<file path="src/rtl/bus_driver_lectura.sv">
// Read-side bus driver: decodes the processor read address, aligns the selection with
// the one-cycle RAM latency, returns the selected word, pops side-effect peripherals.
module bus_driver_lectura #(
    parameter logic [31:0] RAM_FIRST = 32'h0000_1000,
    parameter logic [31:0] RAM_LAST  = 32'h0000_13FC,
    parameter logic [31:0] ERR_DATA  = 32'h0000_0000
) (
    input  logic        clk_i,
    input  logic        rst_i,
    input  logic [31:0] address_i,
    input  logic        re_i,
    input  logic [31:0] data_ram_i,
    input  logic [31:0] data_teclado_ctrl_i,
    input  logic [31:0] data_teclado_i,
    input  logic [31:0] data_led_i,
    input  logic [31:0] data_7seg_i,
    input  logic [31:0] data_timer_i,
    input  logic [31:0] data_bcd_i,
    input  logic [31:0] data_bcd_reversed_i,
    input  logic [31:0] data_ctrl_uart_i,
    input  logic [31:0] data_data_uart_i,
    input  logic [31:0] data_ctrl_spi_i,
    input  logic        clr_err_i,
    output logic [31:0] data_o,
    output logic        rvalid_o,
    output logic        re_teclado_o,
    output logic        re_data_uart_o,
    output logic        err_o,
    output logic [31:0] err_addr_o
);

    localparam logic [31:0] ADDR_TECLADO_CTRL = 32'h0000_2000;
    localparam logic [31:0] ADDR_TECLADO      = 32'h0000_2004;
    localparam logic [31:0] ADDR_LED          = 32'h0000_2008;
    localparam logic [31:0] ADDR_7SEG         = 32'h0000_200C;
    localparam logic [31:0] ADDR_TIMER        = 32'h0000_2010;
    localparam logic [31:0] ADDR_BCD          = 32'h0000_2014;
    localparam logic [31:0] ADDR_BCD_REV      = 32'h0000_2018;
    localparam logic [31:0] ADDR_CTRL_UART    = 32'h0000_2020;
    localparam logic [31:0] ADDR_DATA_UART    = 32'h0000_2024;
    localparam logic [31:0] ADDR_CTRL_SPI     = 32'h0000_2100;

    typedef enum logic [3:0] {
        SEL_NONE         = 4'd0,
        SEL_RAM          = 4'd1,
        SEL_TECLADO_CTRL = 4'd2,
        SEL_TECLADO      = 4'd3,
        SEL_LED          = 4'd4,
        SEL_7SEG         = 4'd5,
        SEL_TIMER        = 4'd6,
        SEL_BCD          = 4'd7,
        SEL_BCD_REV      = 4'd8,
        SEL_CTRL_UART    = 4'd9,
        SEL_DATA_UART    = 4'd10,
        SEL_CTRL_SPI     = 4'd11,
        SEL_UNMAPPED     = 4'd12
    } sel_e;

    // A misaligned address inside the RAM window falls through to the peripheral
    // match and therefore ends up unmapped.
    function automatic sel_e decode_addr(input logic [31:0] addr);
        sel_e sel;
        if ((addr >= RAM_FIRST) && (addr <= RAM_LAST) && (addr[1:0] == 2'b00)) begin
            sel = SEL_RAM;
        end else begin
            case (addr)
                ADDR_TECLADO_CTRL: sel = SEL_TECLADO_CTRL;
                ADDR_TECLADO:      sel = SEL_TECLADO;
                ADDR_LED:          sel = SEL_LED;
                ADDR_7SEG:         sel = SEL_7SEG;
                ADDR_TIMER:        sel = SEL_TIMER;
                ADDR_BCD:          sel = SEL_BCD;
                ADDR_BCD_REV:      sel = SEL_BCD_REV;
                ADDR_CTRL_UART:    sel = SEL_CTRL_UART;
                ADDR_DATA_UART:    sel = SEL_DATA_UART;
                ADDR_CTRL_SPI:     sel = SEL_CTRL_SPI;
                default:           sel = SEL_UNMAPPED;
            endcase
        end
        return sel;
    endfunction

    sel_e        sel_q, sel_d;
    logic        rvalid_q, rvalid_d;
    logic        re_teclado_q, re_teclado_d;
    logic        re_data_uart_q, re_data_uart_d;
    logic        err_q, err_d;
    logic [31:0] err_addr_q, err_addr_d;
    sel_e        dec_sel_s;
    logic        unmapped_s;
    logic [31:0] data_s;

    // Address decode and next-state for the selection pipeline and pop strobes.
    always_comb begin
        dec_sel_s      = SEL_NONE;
        sel_d          = SEL_NONE;
        rvalid_d       = 1'b0;
        re_teclado_d   = 1'b0;
        re_data_uart_d = 1'b0;
        unmapped_s     = 1'b0;
        if (re_i) begin
            dec_sel_s      = decode_addr(address_i);
            sel_d          = dec_sel_s;
            rvalid_d       = 1'b1;
            re_teclado_d   = (dec_sel_s == SEL_TECLADO);
            re_data_uart_d = (dec_sel_s == SEL_DATA_UART);
            unmapped_s     = (dec_sel_s == SEL_UNMAPPED);
        end else begin
            dec_sel_s = SEL_NONE;
        end
    end

    // Sticky error next-state: a new unmapped read beats a coincident clear.
    always_comb begin
        err_d      = err_q;
        err_addr_d = err_addr_q;
        if (unmapped_s) begin
            if (!err_q || clr_err_i) begin
                err_d      = 1'b1;
                err_addr_d = address_i;
            end else begin
                err_d      = err_q;
                err_addr_d = err_addr_q;
            end
        end else if (clr_err_i) begin
            err_d      = 1'b0;
            err_addr_d = 32'h0000_0000;
        end else begin
            err_d      = err_q;
            err_addr_d = err_addr_q;
        end
    end

    // State registers; reset drops any read already in flight.
    always_ff @(posedge clk_i or posedge rst_i) begin
        if (rst_i) begin
            sel_q          <= SEL_NONE;
            rvalid_q       <= 1'b0;
            re_teclado_q   <= 1'b0;
            re_data_uart_q <= 1'b0;
            err_q          <= 1'b0;
            err_addr_q     <= 32'h0000_0000;
        end else begin
            sel_q          <= sel_d;
            rvalid_q       <= rvalid_d;
            re_teclado_q   <= re_teclado_d;
            re_data_uart_q <= re_data_uart_d;
            err_q          <= err_d;
            err_addr_q     <= err_addr_d;
        end
    end

    // Return mux samples the peripheral words live in the cycle after the request.
    always_comb begin
        data_s = 32'h0000_0000;
        case (sel_q)
            SEL_NONE:         data_s = 32'h0000_0000;
            SEL_RAM:          data_s = data_ram_i;
            SEL_TECLADO_CTRL: data_s = data_teclado_ctrl_i;
            SEL_TECLADO:      data_s = data_teclado_i;
            SEL_LED:          data_s = data_led_i;
            SEL_7SEG:         data_s = data_7seg_i;
            SEL_TIMER:        data_s = data_timer_i;
            SEL_BCD:          data_s = data_bcd_i;
            SEL_BCD_REV:      data_s = data_bcd_reversed_i;
            SEL_CTRL_UART:    data_s = data_ctrl_uart_i;
            SEL_DATA_UART:    data_s = data_data_uart_i;
            SEL_CTRL_SPI:     data_s = data_ctrl_spi_i;
            SEL_UNMAPPED:     data_s = ERR_DATA;
            default:          data_s = 32'h0000_0000;
        endcase
    end

    assign data_o         = data_s;
    assign rvalid_o       = rvalid_q;
    assign re_teclado_o   = re_teclado_q;
    assign re_data_uart_o = re_data_uart_q;
    assign err_o          = err_q;
    assign err_addr_o     = err_addr_q;

endmodule

</file>
<file path="config.mk">
export PLATFORM = sky130hd
export DESIGN_NAME = bus_driver_lectura
export DESIGN_NICKNAME = d
export VERILOG_FILES = /design/src/rtl/bus_driver_lectura.sv
export SDC_FILE = /design/constraint.sdc
export NUM_CORES = 1
export LEC_CHECK = 0
export CAP_MARGIN = 20
export CORE_AREA = 2 2 180 182
export DETAILED_ROUTE_END_ITERATION = 16
export DIE_AREA = 0 0 182 184
export GPL_ROUTABILITY_DRIVEN = 0
export RECOVER_POWER = 25
export SYNTH_ARGS = -nofsm -noshare
export SYNTH_HDL_FRONTEND = slang
export SYNTH_SLANG_ARGS = --single-unit
</file>
<file path="constraint.sdc">
create_clock -name clk_i -period 3.8 [get_ports clk_i]
set_input_delay 0.76 -clock clk_i [delete_from_list [all_inputs] [get_ports clk_i]]
set_output_delay 0.76 -clock clk_i [all_outputs]
set_load 0.005 [all_outputs]
</file>
==> After elaboration in Yosys (flattened, before gate mapping) <==
Cells that the tools add are included.
{ "classes": {"div_mod_pow": 0, "n_mux": 15, "reduce_logical": 7, "n_shift": 0, "multipliers": 0, "magnitude_cmp": 2, "eq_ne": 25, "addsub": 0, "n_bitwise": 0} }
{ "op_table": {"columns": ["cell", "count"], "rows": [
  ["$pmux W32 S11", 1],
  ["$eq A32 B14 Y1 const B", 10],
  ["$mux W32", 3],
  ["$pmux W4 S10", 1],
  ["$ge A32 B13 Y1 const B", 1],
  ["$le A32 B13 Y1 const B", 1],
  ["$eq A4 B4 Y1 const B", 6],
  ["$eq A4 B3 Y1 const B", 4],
  ["$eq A4 B2 Y1 const B", 3],
  ["$mux W4", 3],
  ["$mux W1", 7],
  ["$eq A4 B1 Y1 const B", 1],
  ["$logic_and A1 B1 Y1", 2],
  ["$logic_not A2 Y1", 1],
  ["$ne A2 B1 Y1 const B", 1],
  ["$reduce_and A2 Y1", 1],
  ["$reduce_bool A2 Y1", 1],
  ["$logic_not A1 Y1", 1],
  ["$logic_or A1 B1 Y1", 1]
]} }
{ "word_totals": {"input_bits": 388, "romBits": 0, "ff_bits": 40, "mem_count": 0, "latchBits": 0, "ram_bits": 0} }

==> Logic depth before layout (Yosys ltp) <==
Gate-level depths: netlist of run 1.
{ "logic_depth": {"depth_word": 9, "ltp_mapped": 8, "ltp_nobuf": 7} }

==> Worst setup path after synthesis of run 1 <==
Ideal clock, no wire load.
{ "synth_path": {"path_kind": "flip-flop to output port", "from": "register sel_q[2]", "to": "output port data_o[11]", "required_time_ns": 3.040, "t_arrival_ns": 1.871, "setup_slack_ns": 1.169, "stages_incl_launch_ff": 9, "cell_sequence": "dfrtp_1 -> inv_1 -> ha_1 -> and3b_1 -> clkbuf_1 -> clkbuf_1 -> a22oi_1 -> and3_1 -> a21oi_1"} }
{ "synth_via": {"elab_chain_len": 2, "elab_cells_between_ends": 12, "cone_classes": "11 x eq/ne; 1 x mux"} }
{ "synth_rtl": {"columns": ["element", "line_no", "source"], "rows": [
  ["start, declared", "83", "sel_e sel_q, sel_d;"],
  ["start signal, assigned", "144", "sel_q <= sel_d;"],
  ["$eq A4 B4 Y1, or another cell as far along", "156", "case (sel_q)"],
  ["$pmux W32 S11 (*)", "156", null],
  ["end, declared", "24", "output logic [31:0] data_o,"]
]} }
Mark *: on every way between the ends. The rest lies on a longest branch, timed or not.

==> Final worst setup path of run 1 <==
{ "layout_path": {"from": "register sel_q[1]", "to": "output port data_o[11]"} }
Same word-level chain as after synthesis.

==> results of run 1 <==
## placed cells by master, fill, tap and decap left out, types with 6 or more instances in the layout
master / n
o21ai_0: 8
and3_1: 18
a222oi_1: 25
dfrtp_1: 40
buf_12: 6
a22oi_1: 37
mux2i_1: 7
a21oi_1: 22
diode_2: 9
clkdlybuf4s50_1: 452
a31oi_1: 17
a22o_1: 78
a221oi_1: 46
nand2_1: 16
buf_4: 26
## worst max path at each step
stage	start	to	slack, ns	cells past startpoint
final	sel_q[1]	data_o[11]	0.17	7
after global routing	sel_q[1]	data_o[11]	0.01	7
after global placement	sel_q[3]	data_o[14]	0.44	9
after CTS	sel_q[3]	data_o[14]	0.1	9
after floorplan	sel_q[2]	data_o[11]	1.17	8
after detailed placement	sel_q[3]	data_o[14]	0.41	9
## worst max-delay path, cell delays in order (launching register included)
cell and delay, ns:
dfrtp_1 0.70, and3_2 0.63, buf_12 0.21, a22o_1 0.12, a221oi_1 0.04, and3_1 0.16, a21oi_1 0.18, clkdlybuf4s50_1 0.53
## power by group through the flow
stage / clock, µW / combinational [µW] / sequential (µW)
2_1_floorplan: 0 / 141 / 487
3_3_place_gp: 0 / 733 / 489
3_5_place_dp: 0 / 737 / 486
4_1_cts: 549 / 741 / 481
5_1_grt: 570 / 778 / 485
6_report: 541 / 736 / 481
## layout make-up
type / count / area (µm²) / share of cell area, %
Clock inverter: 2 / 60.06 / 0.6520
Sequential cell: 40 / 1001 / 10.87
Timing Repair Buffer: 488 / 4875 / 52.92
Clock buffer: 5 / 125.1 / 1.358
Inverter: 7 / 26.28 / 0.2852
Multi-Input combinational cell: 335 / 2599 / 28.21
Tap cell: 402 / 503.0 / 5.460
Antenna cell: 9 / 22.52 / 0.2445
## sequential cells by signal, indices dropped and copies added (netlist names)
| signal | flops |
|---|---|
| re_teclado_o | 1 |
| sel_q | 4 |
| err_o | 1 |
| re_data_uart_o | 1 |
| rvalid_o | 1 |
| err_addr_o | 32 |
## repair_timing
| action | 4_1_cts | 5_1_grt |
|---|---|---|
| resized for setup | 0 | 1 |
| hold buffers | 0 | 0 |
| setup endpoints to repair | 0 | 1 |
## metal layers
metal  track usage, %  part of all wire (%)  vias to the layer above
li1                 -                     -                     2768
met1            20.50                    39                     2916
met2            30.11                    48                      387
met3            7.310                    11                       52
met4            5.065                   2.1                        6
met5                0                  0.13                        -
## cell families (layout without fill, tap and decap cells)
kind of cell / count (synthesis) / count (layout)
XOR/XNOR: 1 / 1
AO/OA/AOI/OAI: 245 / 245
adder cells (fa/ha/maj): 3 / 3
multiplexers: 7 / 7
other: 0 / 9
AND/OR/NAND/NOR: 79 / 79
buffers and inverters: 58 / 502
flip-flops: 40 / 40
## stage by stage
stage | cells | worst slack (ns) | hold WS [ns]
floorplan | 433 | 1.169 | 0.4894
global placement | 1272 | 0.4380 | 0.4822
detailed placement | 1272 | 0.4052 | 0.4813
CTS | 1279 | 0.09540 | 0.5023
global route | 1286 | 0.01137 | 0.5174
finish | 1288 | 0.1675 | 0.5029
==> results.cfg, run 1 <==
[clock_network]
htree_levels = 2
numClockSinks = 40
clock_path_buffers = 2
cts_tree = done
cts_buffers = 5
cts_root_buf = clkbuf_16
postCtsSetupBuffers = 0
clock_latency_ns = 0.28
clk_pin_slew_ns = 0.06

[final_layout]
drive_gt1_share_pct = 6.613
syn_to_final_growth_pct = 140.3
fin_area_um2 = 9211
nets = 1268
fillers = 3291
utilization_pct = 29.34

[logic_synthesis]
synth_cells = 433
synth_edf_count = 0
ys_seq_area_share_pct = 26.11
synth_top_area_share_pct = 26.11
ys_types = 47
synth_top_family_by_area = compound AO/OA/AOI/OAI gates
syn_area_um2 = 3834
ys_ff_latch = 40
avgSynthCellArea_um2 = 8.854
synth_nets = 824
synthSimpleGateAreaFrac_pct = 12.40
synth_top_cells_by_count = a22o_1, a221oi_1, dfrtp_1
synth-compound-area-share_pct = 51.63
yosysMostFrequentCell = a22o_1
synth_fa_ha_area_share_pct = 0.9791
synth-async-reset-ratio_pct = 100.0
synthFlopType = dfrtp_1
yosys-top-cells-area = dfrtp_1, a22o_1, a221oi_1, a22oi_1, a222oi_1
yosysWarnings = 0
synthXorXnorAreaFrac_pct = 0.2285
synth_top_cell_by_area = dfrtp_1
synthMuxAreaShare_pct = 1.828

[timing]
slew_headroom_pct = -43.19
finalCritPeriodShare_pct = 95.59
clock.fmax_mhz = 275.3
rsz0062_at_grt = no
setup_violations = 0
tightest_slew_ns = 2.148
fin_crit_ns = 3.632
fin_skew_ns = 0.004964
slew_violations = 41
hold_viol_final = 0
fin_tns_setup_ns = 0

[routing]
drc = 0
via_per_inst = 4.759
drt_pass1_iterations = 7
vias = 6129
drt_wl_total_mm = 31.87
drtIter0Drc = 551
ant_nets = 0
detail_route.wl_per_cell_um = 24.75

[placed_design]
portBuffers = 455
hpwl_mm = 26.18
placed_cell_area_um2 = 9004

[worst_setup_path]
crit_fanout = 20
startpoint_type = flop
criticalPathCategory = flop to output pin
rr_startpoint = err_o
critPathCaptureType = output pin
regToRegSetupSlack_ns = 2.37
required_ns = 3.04
cp.arrival_ns = 2.87
r2r-end = err_addr_o[30]
r2r_cells = 5

[pwr]
total_power_uw = 1759
p_sw_uw = 414.0
clockPowerShare_pct = 30.8
intPower_uw = 1344
p_seq_share_pct = 27.4
combPwrFrac_pct = 41.9
netSwitchingFraction_pct = 23.54
p_leak_uw = 0.003269
p_per_area_nw_per_um2 = 190.9
ir_drop_mv = 0.1890

[die]
initial_core_util_pct = 12.21
die_w_um = 182
rows = 65
coreArea_um2 = 31390
num_io_pins = 456
dieHeight_um = 184
die-area_um2 = 33490

[global_route]
grt_max_degree = 41
grt_usage_pct = 17.74
grt_pass1_vias = 6431
overflow = 0
grt_pass1_wl_mm = 43.66
antenna_found_initial = 14

[worst_hold_path]
hp-start = err_addr_o[12]
hp-class = flop to flop
whs_endpoint = err_addr_o[12]
hold_path_depth = 1

[run_status]
violations = capacitance limit, slew limit
outcome = complete, but fails checks

[run]
cap_violations = 1
(Power assumes the default switching activity.)
==> run 2: changes to the inputs <==
- CTS_BUF_LIST: default -> sky130_fd_sc_hd__clkbuf_8
- SLEW_MARGIN: default -> 15
==> results.cfg, run 2 (synthesized netlist as in run 1, its figures left out) <==
[timing]
slew_headroom_pct = -43.07
setup_violations = 0
rsz0062_at_grt = no
fin_tns_setup_ns = 0
worst_slack_ns = 0.1736
slew_violations = 41
hold_viol_final = 0
clock.fmax_mhz = 275.8
tightest_slew_ns = 2.146
fin_crit_ns = 3.626
finalCritPeriodShare_pct = 95.43
fin_skew_ns = 0.009588

[clock_network]
clock_path_buffers = 2
numClockSinks = 40
cts_root_buf = clkbuf_8
cts_buffers = 5
clk_pin_slew_ns = 0.08
htree_levels = 2
ctsHoldBuffers = 0
cts_tree = done
postCtsSetupBuffers = 0
clock_latency_ns = 0.29

[die]
num_io_pins = 456
coreArea_um2 = 31390
dieHeight_um = 184
die_w_um = 182
die-area_um2 = 33490
initial_core_util_pct = 12.21
rows = 65

[worst_hold_path]
hp-class = flop to flop

[routing]
detail_route.wl_per_cell_um = 24.73
vias = 6174
via_per_inst = 4.793
drc = 0
drt_pass1_iterations = 10
ant_nets = 0
drt_wl_total_mm = 31.85
drtIter0Drc = 610

[global_route]
grt_max_degree = 41
grt_pass1_vias = 6434
grt_usage_pct = 17.70
overflow = 0
grt_pass1_wl_mm = 43.64
antenna_found_initial = 14

[placed_design]
portBuffers = 455
hpwl_mm = 26.18
pre_cts_slack_ns = 0.4052
placed_cell_area_um2 = 9004

[pwr]
ir_drop_mv = 0.1641
p_leak_uw = 0.003242
p_per_area_nw_per_um2 = 177.6

[final_layout]
layout_common_cells = clkdlybuf4s50_1, a22o_1, a221oi_1
largest_reg_flops = 32
fin_area_um2 = 9159
syn_to_final_growth_pct = 138.9
nets = 1268
utilization_pct = 29.18
drive_gt1_share_pct = 6.613
layout_commonest_cell = clkdlybuf4s50_1

[worst_setup_path]
startpoint_type = flop
critPathCaptureType = output pin
crit_fanout = 19
required_ns = 3.04
criticalPathCategory = flop to output pin
cp.arrival_ns = 2.87

[run_status]
outcome = complete, but fails checks
violations = capacitance limit, slew limit

[run]
cap_violations = 1
[run 2: cell counts in the layout (fill, tap and decap cells not counted)]
No cell type changed its count.
[run 2: worst paths after layout]
path / startpoint / to / slack [ns] / depth (start not counted)
min in group asynchronous: rst_i / err_addr_o[16] / 1.68 / 3
hold reg to reg: err_addr_o[17] / err_addr_o[17] / 0.51 / 1
setup reg to reg: err_o / err_addr_o[30] / 2.37 / 5
setup / recovery: sel_q[2] / data_o[25] / 0.17 / 9
max in group asynchronous: rst_i / err_addr_o[14] / 0.89 / 3
hold / removal: err_addr_o[17] / err_addr_o[17] / 0.51 / 1
[run 2: layout make-up]
class / count / area (µm²)
inverter: 7 / 26.28
timing repair buffer: 488 / 4875
clock inverter: 2 / 60.06
antenna: 9 / 22.52
sequential: 40 / 1001
fill: 3292 / 22230
clock buffer: 5 / 68.82
multi-input combinational: 335 / 2603
tap: 402 / 503.0
[run 2: through the flow]
step	total power (µW)	instances	hold slack (ns)
floorplan	627.8	433	0.4894
global route	1701	1286	0.5231
CTS	1643	1279	0.5065
global placement	1222	1272	0.4822
finish	1627	1288	0.5077
detailed placement	1222	1272	0.4813
[run 2: repair_timing]
| action | 4_1_cts | 5_1_grt |
|---|---|---|
| endpoints found under the hold margin | 0 | 0 |
| endpoints found under the setup margin | 0 | 2 |
| gates resized for setup | 0 | 2 |
[run 2: report_power, final]
| group | switching [µW] | total [µW] | leakage [µW] | internal (µW) |
|---|---|---|---|---|
| sequential | 21.6 | 480 | 0.000513 | 459 |
| clock | 152 | 411 | 0.0000643 | 259 |
| combinational | 223 | 736 | 0.00266 | 512 |
[run 2: critical path, cell delays in order, from the launching register on]
cell             delay, ns
dfrtp_1               0.39
inv_1                 0.08
ha_1                  0.27
nor3b_2               0.27
buf_4                 0.35
a22o_1                0.21
a221oi_1              0.05
and3_1                0.17
a21oi_1               0.21
clkdlybuf4s50_1       0.55
[run 2: routing by layer]
| metal | up-vias | track usage, % | routed length, µm |
|---|---|---|---|
| li1 | 2767 | - | - |
| met1 | 2927 | 20.55 | 12150 |
| met2 | 410 | 30.05 | 15130 |
| met3 | 64 | 7.132 | 3786 |
| met4 | 6 | 5.065 | 742 |
| met5 | - | 0 | 41 |
==> run 3: changes to the inputs <==
- ABC_CLOCK_PERIOD_IN_PS: default -> 3800
==> results of run 3 <==
Final layout, timing and power as in run 2 (identical DEF).
